==> src/rtl/kara_div_pkg.sv <==
// ---------------------------------------------------------------------------
// kara_div_pkg
// Shared definitions for the kara_div restoring divider.
//   KARA_W  : default operand width, kept equal to the kara_top multiplier's
//   state_t : divider FSM encoding (IDLE/RUN/DONE/ZERO)
// ---------------------------------------------------------------------------
package kara_div_pkg;

    localparam int KARA_W = 256;

    typedef enum logic [1:0] {
        ST_IDLE = 2'd0,
        ST_RUN  = 2'd1,
        ST_DONE = 2'd2,
        ST_ZERO = 2'd3
    } state_t;

endpackage : kara_div_pkg

==> src/rtl/kara_div_if.sv <==
// ---------------------------------------------------------------------------
// kara_div_if
// Launch/result bundle between a requester (master) and kara_div (slave).
//   start : launch request, rising-edge sensed by the divider
//   z     : 2W-bit dividend,  y : W-bit divisor (sampled on launch)
//   q     : 2W-bit quotient,  r : W-bit remainder
//   busy  : operation in flight, done : one-cycle result strobe
//   dbz   : divide-by-zero flag, valid with done
// ---------------------------------------------------------------------------
interface kara_div_if
    import kara_div_pkg::*;
#(
    parameter int W = KARA_W
) ();

    logic             start;
    logic [2*W-1:0]   z;
    logic [W-1:0]     y;
    logic [2*W-1:0]   q;
    logic [W-1:0]     r;
    logic             busy;
    logic             done;
    logic             dbz;

    modport master (
        output start, z, y,
        input  q, r, busy, done, dbz
    );

    modport slave (
        input  start, z, y,
        output q, r, busy, done, dbz
    );

endinterface : kara_div_if

==> src/rtl/kara_div_step.sv <==
// ---------------------------------------------------------------------------
// kara_div_step
// One combinational restoring-division iteration.
//   i_acc_hi : current partial remainder (W+1 bits)
//   i_bit    : next dividend bit shifted in at the LSB
//   i_div    : divisor (W bits)
//   o_acc_hi : partial remainder after the trial subtraction
//   o_qbit   : quotient bit produced by this iteration
// ---------------------------------------------------------------------------
module kara_div_step
    import kara_div_pkg::*;
#(
    parameter int W = KARA_W
) (
    input  logic [W:0]    i_acc_hi,
    input  logic          i_bit,
    input  logic [W-1:0]  i_div,
    output logic [W:0]    o_acc_hi,
    output logic          o_qbit
);

    logic [W+1:0] w_shift;
    logic [W+1:0] w_trial;

    // Shift in the next dividend bit and attempt to subtract the divisor.
    // The partial remainder is always below the divisor, so the shifted
    // value fits in W+1 bits and the W+2-bit difference has a clean sign
    // bit: MSB set means the subtraction went negative and is discarded.
    always_comb begin
        w_shift  = {i_acc_hi, i_bit};
        w_trial  = w_shift - {2'b00, i_div};
        o_qbit   = ~w_trial[W+1];
        o_acc_hi = o_qbit ? w_trial[W:0] : w_shift[W:0];
    end

endmodule : kara_div_step

==> src/rtl/kara_div.sv <==
// ---------------------------------------------------------------------------
// kara_div
// Radix-2 restoring divider, one quotient bit per clock: q = z / y, r = z % y
// with a 2W-bit dividend and W-bit divisor. A zero divisor short-circuits to
// q = all ones, r = z[W-1:0], dbz = 1.
//   clk   : rising-edge clock
//   rst_n : asynchronous active-low reset
//   bus   : kara_div_if slave (start/z/y in, q/r/busy/done/dbz out)
// Launch to done takes 2W+1 clocks (2 clocks for divide-by-zero).
// ---------------------------------------------------------------------------
module kara_div
    import kara_div_pkg::*;
#(
    parameter int W = KARA_W
) (
    input  logic        clk,
    input  logic        rst_n,
    kara_div_if.slave   bus
);

    localparam int CW = $clog2(2*W) + 1;

    state_t             r_state;
    state_t             w_state_nxt;
    logic               r_start_d;
    logic [W:0]         r_acc_hi;
    logic [2*W-1:0]     r_acc_lo;
    logic [W-1:0]       r_div;
    logic [CW-1:0]      r_cnt;
    logic [2*W-1:0]     r_q;
    logic [W-1:0]       r_r;
    logic               r_busy;
    logic               r_done;
    logic               r_dbz;

    logic               w_launch;
    logic               w_run_last;
    logic               w_zero;
    logic               w_y_zero;
    logic [W:0]         w_step_hi;
    logic               w_qbit;

    kara_div_step #(.W(W)) u_step (
        .i_acc_hi (r_acc_hi),
        .i_bit    (r_acc_lo[2*W-1]),
        .i_div    (r_div),
        .o_acc_hi (w_step_hi),
        .o_qbit   (w_qbit)
    );

    // FSM state register.
    always_ff @(posedge clk or negedge rst_n) begin
        if (!rst_n) begin
            r_state <= ST_IDLE;
        end else begin
            r_state <= w_state_nxt;
        end
    end

    // FSM next-state decode.
    always_comb begin
        w_state_nxt = r_state;
        w_y_zero    = (bus.y == {W{1'b0}});
        case (r_state)
            ST_IDLE: w_state_nxt = w_launch ? (w_y_zero ? ST_ZERO : ST_RUN) : ST_IDLE;
            ST_RUN:  w_state_nxt = w_run_last ? ST_DONE : ST_RUN;
            ST_ZERO: w_state_nxt = ST_DONE;
            ST_DONE: w_state_nxt = ST_IDLE;
            default: w_state_nxt = ST_IDLE;
        endcase
    end

    // FSM output decode: launch qualification and result-write strobes.
    // A launch needs a fresh rising edge of start seen while idle, so a
    // start held across a whole operation cannot relaunch.
    always_comb begin
        w_launch   = 1'b0;
        w_run_last = 1'b0;
        w_zero     = 1'b0;
        case (r_state)
            ST_IDLE: w_launch   = bus.start & ~r_start_d;
            ST_RUN:  w_run_last = (r_cnt == CW'(1));
            ST_ZERO: w_zero     = 1'b1;
            ST_DONE: w_launch   = 1'b0;
            default: w_launch   = 1'b0;
        endcase
    end

    // Previous-cycle start for rising-edge detection.
    always_ff @(posedge clk or negedge rst_n) begin
        if (!rst_n) begin
            r_start_d <= 1'b0;
        end else begin
            r_start_d <= bus.start;
        end
    end

    // Datapath: load operands on launch, iterate one bit per RUN cycle.
    always_ff @(posedge clk or negedge rst_n) begin
        if (!rst_n) begin
            r_acc_hi <= {(W+1){1'b0}};
            r_acc_lo <= {(2*W){1'b0}};
            r_div    <= {W{1'b0}};
            r_cnt    <= {CW{1'b0}};
        end else if (w_launch) begin
            r_acc_hi <= {(W+1){1'b0}};
            r_acc_lo <= bus.z;
            r_div    <= bus.y;
            r_cnt    <= CW'(2*W);
        end else if (r_state == ST_RUN) begin
            r_acc_hi <= w_step_hi;
            r_acc_lo <= {r_acc_lo[2*W-2:0], w_qbit};
            r_cnt    <= r_cnt - CW'(1);
        end else begin
            r_acc_hi <= r_acc_hi;
            r_acc_lo <= r_acc_lo;
            r_div    <= r_div;
            r_cnt    <= r_cnt;
        end
    end

    // Result registers. The last RUN iteration writes straight into q/r so
    // that done coincides with the DONE state; q/r keep their previous
    // values across a launch and only change when a new result lands.
    always_ff @(posedge clk or negedge rst_n) begin
        if (!rst_n) begin
            r_q   <= {(2*W){1'b0}};
            r_r   <= {W{1'b0}};
            r_dbz <= 1'b0;
        end else if (w_launch) begin
            r_dbz <= 1'b0;
        end else if (w_run_last) begin
            r_q   <= {r_acc_lo[2*W-2:0], w_qbit};
            r_r   <= w_step_hi[W-1:0];
            r_dbz <= 1'b0;
        end else if (w_zero) begin
            // Operands are still in the accumulator, so z[W-1:0] is the low slice.
            r_q   <= {(2*W){1'b1}};
            r_r   <= r_acc_lo[W-1:0];
            r_dbz <= 1'b1;
        end else begin
            r_q   <= r_q;
            r_r   <= r_r;
            r_dbz <= r_dbz;
        end
    end

    // Handshake flags: done is high for the DONE cycle, busy spans launch to done falling.
    always_ff @(posedge clk or negedge rst_n) begin
        if (!rst_n) begin
            r_done <= 1'b0;
            r_busy <= 1'b0;
        end else begin
            r_done <= w_run_last | w_zero;
            if (w_launch) begin
                r_busy <= 1'b1;
            end else if (r_state == ST_DONE) begin
                r_busy <= 1'b0;
            end else begin
                r_busy <= r_busy;
            end
        end
    end

    assign bus.q    = r_q;
    assign bus.r    = r_r;
    assign bus.busy = r_busy;
    assign bus.done = r_done;
    assign bus.dbz  = r_dbz;

endmodule : kara_div

==> src/flat_wrapper.sv <==
// flat-port wrapper written by rule: the top's interface ports become plain ports
module kara_div_flat import kara_div_pkg::*;
#(
    parameter int W = KARA_W
)
  (clk, rst_n, bus_start, bus_z, bus_y, bus_q, bus_r, bus_busy, bus_done, bus_dbz);
  kara_div_if #(.W(W)) bus_i ();
  input  logic clk;
  input  logic rst_n;
  input wire logic [$bits(bus_i.start)-1:0] bus_start;
  input wire logic [$bits(bus_i.z)-1:0] bus_z;
  input wire logic [$bits(bus_i.y)-1:0] bus_y;
  output wire logic [$bits(bus_i.q)-1:0] bus_q;
  output wire logic [$bits(bus_i.r)-1:0] bus_r;
  output wire logic [$bits(bus_i.busy)-1:0] bus_busy;
  output wire logic [$bits(bus_i.done)-1:0] bus_done;
  output wire logic [$bits(bus_i.dbz)-1:0] bus_dbz;
  assign bus_i.start = bus_start;
  assign bus_i.z = bus_z;
  assign bus_i.y = bus_y;
  assign bus_q = bus_i.q;
  assign bus_r = bus_i.r;
  assign bus_busy = bus_i.busy;
  assign bus_done = bus_i.done;
  assign bus_dbz = bus_i.dbz;
  kara_div #(.W(W)) u_core (.clk(clk), .rst_n(rst_n), .bus(bus_i));
endmodule
==> config.mk <==
export PLATFORM = sky130hd
export DESIGN_NAME = kara_div_flat
export DESIGN_NICKNAME = d
export VERILOG_FILES = /design/src/rtl/kara_div_pkg.sv /design/src/rtl/kara_div_if.sv /design/src/rtl/kara_div_step.sv /design/src/rtl/kara_div.sv /design/src/flat_wrapper.sv
export SDC_FILE = /design/constraint.sdc
export NUM_CORES = 2
export LEC_CHECK = 0
export CORE_AREA = 2 2 600 602
export DETAILED_ROUTE_END_ITERATION = 12
export DIE_AREA = 0 0 602 604
export GPL_TIMING_DRIVEN = 0
export SLEW_MARGIN = 20
export SYNTH_ARGS = -nofsm -noshare
export SYNTH_HDL_FRONTEND = slang
export SYNTH_SLANG_ARGS = --single-unit
==> constraint.sdc <==
create_clock -name clk -period 6.33 [get_ports clk]
set_clock_uncertainty 0.1 [all_clocks]
set_input_delay 1.266 -clock clk [delete_from_list [all_inputs] [get_ports clk]]
set_output_delay 1.266 -clock clk [all_outputs]
set_load 0.005 [all_outputs]
# [Word-level counts from Yosys, hierarchy flattened]
# Cells that the tools add are included.
[totals] regBits=1809 input_bits=771 out_inout_bits=771 wordCells=52
[op_classes] n_addsub=2 n_eq_ne=4 mux=23 bitwise_logic=5 n_reduce_logical=7
[ops] op="512-bit 2-to-1 mux" n=4
[ops] op="257-bit 2-to-1 mux" n=3
[ops] op="256-bit 2-to-1 mux" n=2
[ops] op="258-bit by 256-bit subtractor with 258-bit output" n=1
[ops] op="256-bit logical NOT" n=1
[ops] op="10-bit 2-to-1 mux" n=2
[ops] op="10-bit by 1-bit equality test with 1-bit output (second input constant)" n=1
[ops] op="10-bit by 1-bit subtractor with 10-bit output (second input constant)" n=1
[ops] op="1-bit 2-to-1 mux" n=8
[ops] op="2-bit case mux with 4 select lines" n=1
[ops] op="2-bit 2-to-1 mux" n=3
[ops] op="2-bit nonzero test" n=3
[ops] op="2-bit equality test (second input constant)" n=2
[ops] op="1-bit inverter" n=3
[ops] op="3-bit nonzero test" n=1
[ops] op="2-bit by 1-bit equality test with 1-bit output (second input constant)" n=1
[ops] op="2-bit logical NOT" n=1
[ops] op="2-bit AND reduction" n=1
[ops] op="1-bit bitwise AND" n=1
[ops] op="1-bit OR" n=1

# [Logic depth before layout (Yosys ltp)]
[depth] ltp_word=5 mapped_depth=19 depth_no_buf=18

# [Modules after synthesis]
# Synthesis repeated with hierarchy kept, for this count alone.
[unflattened] cells_unflattened=12322 hier_area_um2=97636.1
[by_module_without_submodules] module="kara_div" instances=1 cells_each=8469 area_each_um2=75253.4 seq_area_each_um2=45268.4
[by_module_without_submodules] module="kara_div_step" instances=1 cells_each=3853 area_each_um2=22382.7 seq_area_each_um2=0.0

# [Worst setup path after synthesis]
# No wires, ideal clock.
[synth_timing] kind="register to register" from="register u_core.r_acc_lo[511]" to="register u_core.r_r[246], in the netlist u_core.bus.r[246]" setup_ns=0.136 arrival_time_ns=3.687 required_ns=6.094 path_slack_ns=2.407 path_stages_with_launch=19 n_path_buf=0 period_less_slack_ns=3.923 path_cell_list="dfrtp_1 -> inv_1 -> ha_1 -> inv_1 -> fa_1 -> a211oi_1 -> o21ai_1 -> nand4_1 -> a211oi_1 -> o31ai_1 -> a2111oi_0 -> o211a_1 -> or3b_2 -> a21boi_1 -> o311a_1 -> xor2_1 -> nor2_1 -> a21oi_1 -> o21ai_0"
[synth_between] elab_chain_len=3
[synth_lines] element="from (decl)" line="kara_div.sv:27" text="logic [2*W-1:0] r_acc_lo;"
[synth_lines] element="from (signal assigned)" line="kara_div.sv:102" text="r_acc_lo <= {(2*W){1'b0}};"
[synth_lines] element="from (signal assigned)" line="kara_div.sv:107" text="r_acc_lo <= bus.z;"
[synth_lines] element="from (signal assigned)" line="kara_div.sv:112" text="r_acc_lo <= {r_acc_lo[2*W-2:0], w_qbit};"
[synth_lines] element="258-bit by 256-bit subtractor with 258-bit output" line="kara_div_step.sv:31" text="w_trial = w_shift - {2'b00, i_div};"
[synth_lines] element="257-bit 2-to-1 mux" line="kara_div_step.sv:33" text="o_acc_hi = o_qbit ? w_trial[W:0] : w_shift[W:0];"
[synth_lines] element="256-bit 2-to-1 mux" line="kara_div.sv:132" text="end else if (w_run_last) begin"
[synth_lines] element="to (signal assigned)" line="kara_div.sv:134" text="r_r <= w_step_hi[W-1:0];"
[synth_lines] element="to (signal assigned)" line="kara_div.sv:139" text="r_r <= r_acc_lo[W-1:0];"
[synth_lines] element="to (signal assigned)" line="kara_div.sv:143" text="r_r <= r_r;"
[synth_lines] element="to (decl)" line="kara_div.sv:31" text="logic [W-1:0] r_r;"
# No other way between the ends.
# A chain may end at the register's enable or synchronous reset.

# [Worst setup path in the final report]
[layout_timing] from="register u_core.r_acc_hi[222]" to="register u_core.r_r[141], in the netlist u_core.bus.r[141]"
[layout_between] elab_chain_len=3
[layout_lines] element="from (decl)" line="kara_div.sv:26" text="logic [W:0] r_acc_hi;"
[layout_lines] element="from (signal assigned)" line="kara_div.sv:101" text="r_acc_hi <= {(W+1){1'b0}};"
[layout_lines] element="from (signal assigned)" line="kara_div.sv:106" text="r_acc_hi <= {(W+1){1'b0}};"
[layout_lines] element="from (signal assigned)" line="kara_div.sv:111" text="r_acc_hi <= w_step_hi;"
[layout_lines] element="258-bit by 256-bit subtractor with 258-bit output" line="kara_div_step.sv:31"
[layout_lines] element="257-bit 2-to-1 mux" line="kara_div_step.sv:33"
[layout_lines] element="256-bit 2-to-1 mux" line="kara_div.sv:132"
# No other way between the ends.

==> results.toml <==
[sta]
slew_headroom_pct = 4.977
period_share_pct = 103.5
max_freq_mhz = 152.6
hold_viol_final = 0
setup_slack_ns = -0.2211
fin_tns_setup_ns = -0.8746
setup_violations = 15
max_slew.worst_pin.slew_ns = 1.412
grt_setup_unrepaired = "false"
finalMaxSlewViolations = 0
layout_min_cycle_time_ns = 6.551

[global_routing]
antenna_found_initial = 260
grt.total_usage_pct = 35.44
grt_max_degree = 136
grt_pass1_wl_um = 870600
grt_overflow = 0
grt_pass1_vias = 94035

[floorplan]
coreArea_um2 = 357600
io_pins = 1542
die_y_um = 604
start_util_pct = 26.35
rows = 220
die_w_um = 602
die_area_um2 = 363600

[setup_path]
crit_arrival_ns = 7.28
worstPathMaxFanout = 10
startpoint_type = "register"
worstPathRequired_ns = 7.06
critical_path_class = "register to register"
end_kind = "register"

[placed_design]
dpl.hpwl_um = 561700
dp.cells = 17196
gp_congestion = 1.072
port_buffers = 1541

[synthesis]
syn-instance-count = 10829
ys_warn_count = 0
ys_top_cells_by_area = "dfrtp_1 (48%), nand2_1 (8.2%), o22a_1 (4.8%), o21ai_0 (4.7%), nor2_1 (4.3%)"
synth_edf_count = 0
synth_ff_type = "dfrtp_1"
syn_area_per_cell_um2 = 8.699
synth-async-reset-ratio_pct = 100.0
synth-seq-cells = 1809
synth_top_area_cell = "dfrtp_1"
synth_nets = 11859
synth_seq_area_share_pct = 48.05
synth_cell_types = 96
synth_top_area_share_pct = 48.05
synth_area_um2 = 94200

[run]
cap_violations = 0

[finish]
syn_to_final_growth_pct = 32.69
drive_gt1_share_pct = 5.435
nFillCells = 37296
final_cell_count_no_fill = 17759
nets = 13667

[clocking]
h-tree-depth = 4
clock_latency_ns = 0.95
clockBufferDepth = 4
cts_sinks = 1809
clk_pin_slew_ns = 0.06
cts_tree = "done"
clockRootBuffer = "clkbuf_16"
cts_buffers = 209

[hold_path]
hp-class = "primary input to async pin"

[run_status]
violations = "negative setup slack"
outcome = "finished, violations left"

[route]
wl_per_cell_um = 37.60
drt-pass1-iter-count = 6
vias = 99714
drt-total-wl_um = 667700
vias_per_cell = 5.615
remaining_drc_errors = 0
drt_iter0_drc = 13011
antenna_left = 0

[pwr]
power_density_nw_per_um2 = 710.0
vdd_drop_max_mv = 0.7327
power_leakage_nw = 49.21
==> Yosys cell counts (24+ instances only) <==
| cell | number |
|---|---|
| dfrtp_1 | 1809 |
| xnor2_1 | 150 |
| and4_1 | 24 |
| nand4_1 | 192 |
| a22oi_1 | 49 |
| o21ai_1 | 120 |
| o21a_1 | 47 |
| a211oi_1 | 89 |
| a21o_1 | 152 |
| a32oi_1 | 41 |
| nand3_1 | 72 |
| o21ai_0 | 887 |
| ha_1 | 258 |
| inv_1 | 364 |
| nand2_1 | 2054 |
| o21bai_1 | 102 |
| a22o_1 | 58 |
| xor2_1 | 99 |
| buf_2 | 65 |
| a21oi_1 | 735 |
| o22a_1 | 513 |
| mux2i_1 | 87 |
| nor4_1 | 101 |
| o31ai_1 | 40 |
| nor3_1 | 89 |
| a31oi_1 | 547 |
| nor2_1 | 1067 |
| clkbuf_1 | 679 |
==> cell families after synthesis <==
| logic type | count (synthesis) | synth area share [%] |
|---|---|---|
| multiplexers | 88 | 0.9364 |
| AND/OR/NAND/NOR | 3730 | 16.39 |
| flip-flops | 1809 | 48.05 |
| XOR/XNOR | 251 | 2.362 |
| buffers and inverters | 1134 | 4.673 |
| AO/OA/AOI/OAI | 3558 | 24.13 |
| adder cells (fa/ha/maj) | 259 | 3.448 |
==> power breakdown <==
part	switching (mW)	internal [mW]	total [mW]	leakage [nW]
Sequential	5.28	16.1	21.4	20.1
Clock	5.68	7.48	13.2	3.53
Combinational	38.4	15.8	54.2	25.6
Total	49.3	39.4	88.7	49.2
==> layer usage <==
| metal | track usage [%] | wire (um) | vias up |
|---|---|---|---|
| met5 | 0 | 753 | - |
| met4 | 29.15 | 66370 | 118 |
| met3 | 11.65 | 71470 | 1462 |
| met2 | 51.77 | 278400 | 5866 |
| met1 | 42.34 | 250700 | 50017 |
| li1 | - | - | 42251 |
==> stage by stage <==
step / power, mW / util [%] / worst slack (ns) / cell area (um^2) / hold WS [ns]
2_1_floorplan: 46.67 / - / 2.407 / 94200 / 0.3487
3_3_place_gp: 72.56 / 32.33 / -84.53 / 115600 / 0.3598
3_5_place_dp: 72.62 / 32.71 / -0.8342 / 117000 / 0.3647
4_1_cts: 86.21 / 34.78 / 0.03138 / 124400 / 0.05568
5_1_grt: 91.61 / 34.90 / 0.0005205 / 124800 / 0.08683
6_report: 88.74 / 34.96 / -0.2211 / 125000 / 0.08315
==> flip-flops by register name, indices dropped and copies added, names as in the netlist <==
name              cells
u_core.r_cnt         10
u_core.r_acc_hi     257
u_core.r_state        2
u_core.bus.r        256
u_core.bus.busy       1
u_core.bus.done       1
u_core.r_acc_lo     512
u_core.bus.q        512
u_core.r_div        256
u_core.r_start_d      1
u_core.bus.dbz        1
==> worst paths after layout <==
check / startpoint / endpoint / slack (ns) / cells after the start
hold reg to reg: u_core.bus.r[37] / u_core.bus.r[37] / 0.38 / 1
max in group asynchronous: rst_n / u_core.r_div[213] / 3.10 / 5
setup reg to reg: u_core.r_acc_hi[222] / u_core.bus.r[141] / -0.22 / 13
hold / removal: rst_n / u_core.bus.q[370] / 0.08 / 1
setup / recovery: u_core.r_acc_hi[222] / u_core.bus.r[141] / -0.22 / 13
min in group clk: u_core.bus.r[37] / u_core.bus.r[37] / 0.38 / 1
==> layout make-up <==
type                       instances  area (um^2)  share of cell area, %
sequential                      1809        45270                  36.22
timing repair buffer            1597        16550                  13.24
antenna                          181        452.9                 0.3624
inverter                         366         1374                  1.099
clock inverter                    96         1291                  1.033
tap                             4773         5972                  4.778
buffer                           768         3159                  2.528
multi-input combinational       7886        45020                  36.01
clock buffer                     283         5909                  4.728
==> repair_timing <==
| action | 4_1_cts | 5_1_grt |
|---|---|---|
| hold buffers | 0 | 0 |
| endpoints found under the setup margin | 263 | 113 |
| setup buffers | 2 | 0 |
| pin swaps | 2 | 0 |
| resized for setup | 30 | 36 |
==> cell usage in the layout (no fill, tap or decap), types with 58 or more instances in the layout <==
cell type           n
nand4_1           192
a21o_1            152
o21ai_0           881
nand2_1          2053
xor2_1             99
dfrtp_1          1809
o22a_1            513
a31oi_1           546
nor4_1             84
clkbuf_1          635
a211oi_1           74
nor2_1           1065
o21ai_1           125
nand3_1            72
clkdlybuf4s50_1  1540
diode_2           181
inv_1             364
clkbuf_2           79
xnor2_1           149
clkbuf_16         210
ha_1              258
o21bai_1          102
a22o_1             58
nor3_1             86
mux2i_1            81
a21oi_1           715
==> critical path: stages (launching register included) <==
cell and delay [ns]:
dfrtp_1 0.49, ha_1 0.52, nand2_1 0.13, nor3_1 0.75, nand2_1 0.46, nor3_1 0.38
a21oi_1 0.27, o41ai_1 0.64, a31oi_4 0.15, xnor2_4 0.45, buf_4 0.58, mux2i_1 0.23
a21oi_1 1.12, a21o_1 0.15
(Power assumes the default switching activity.)
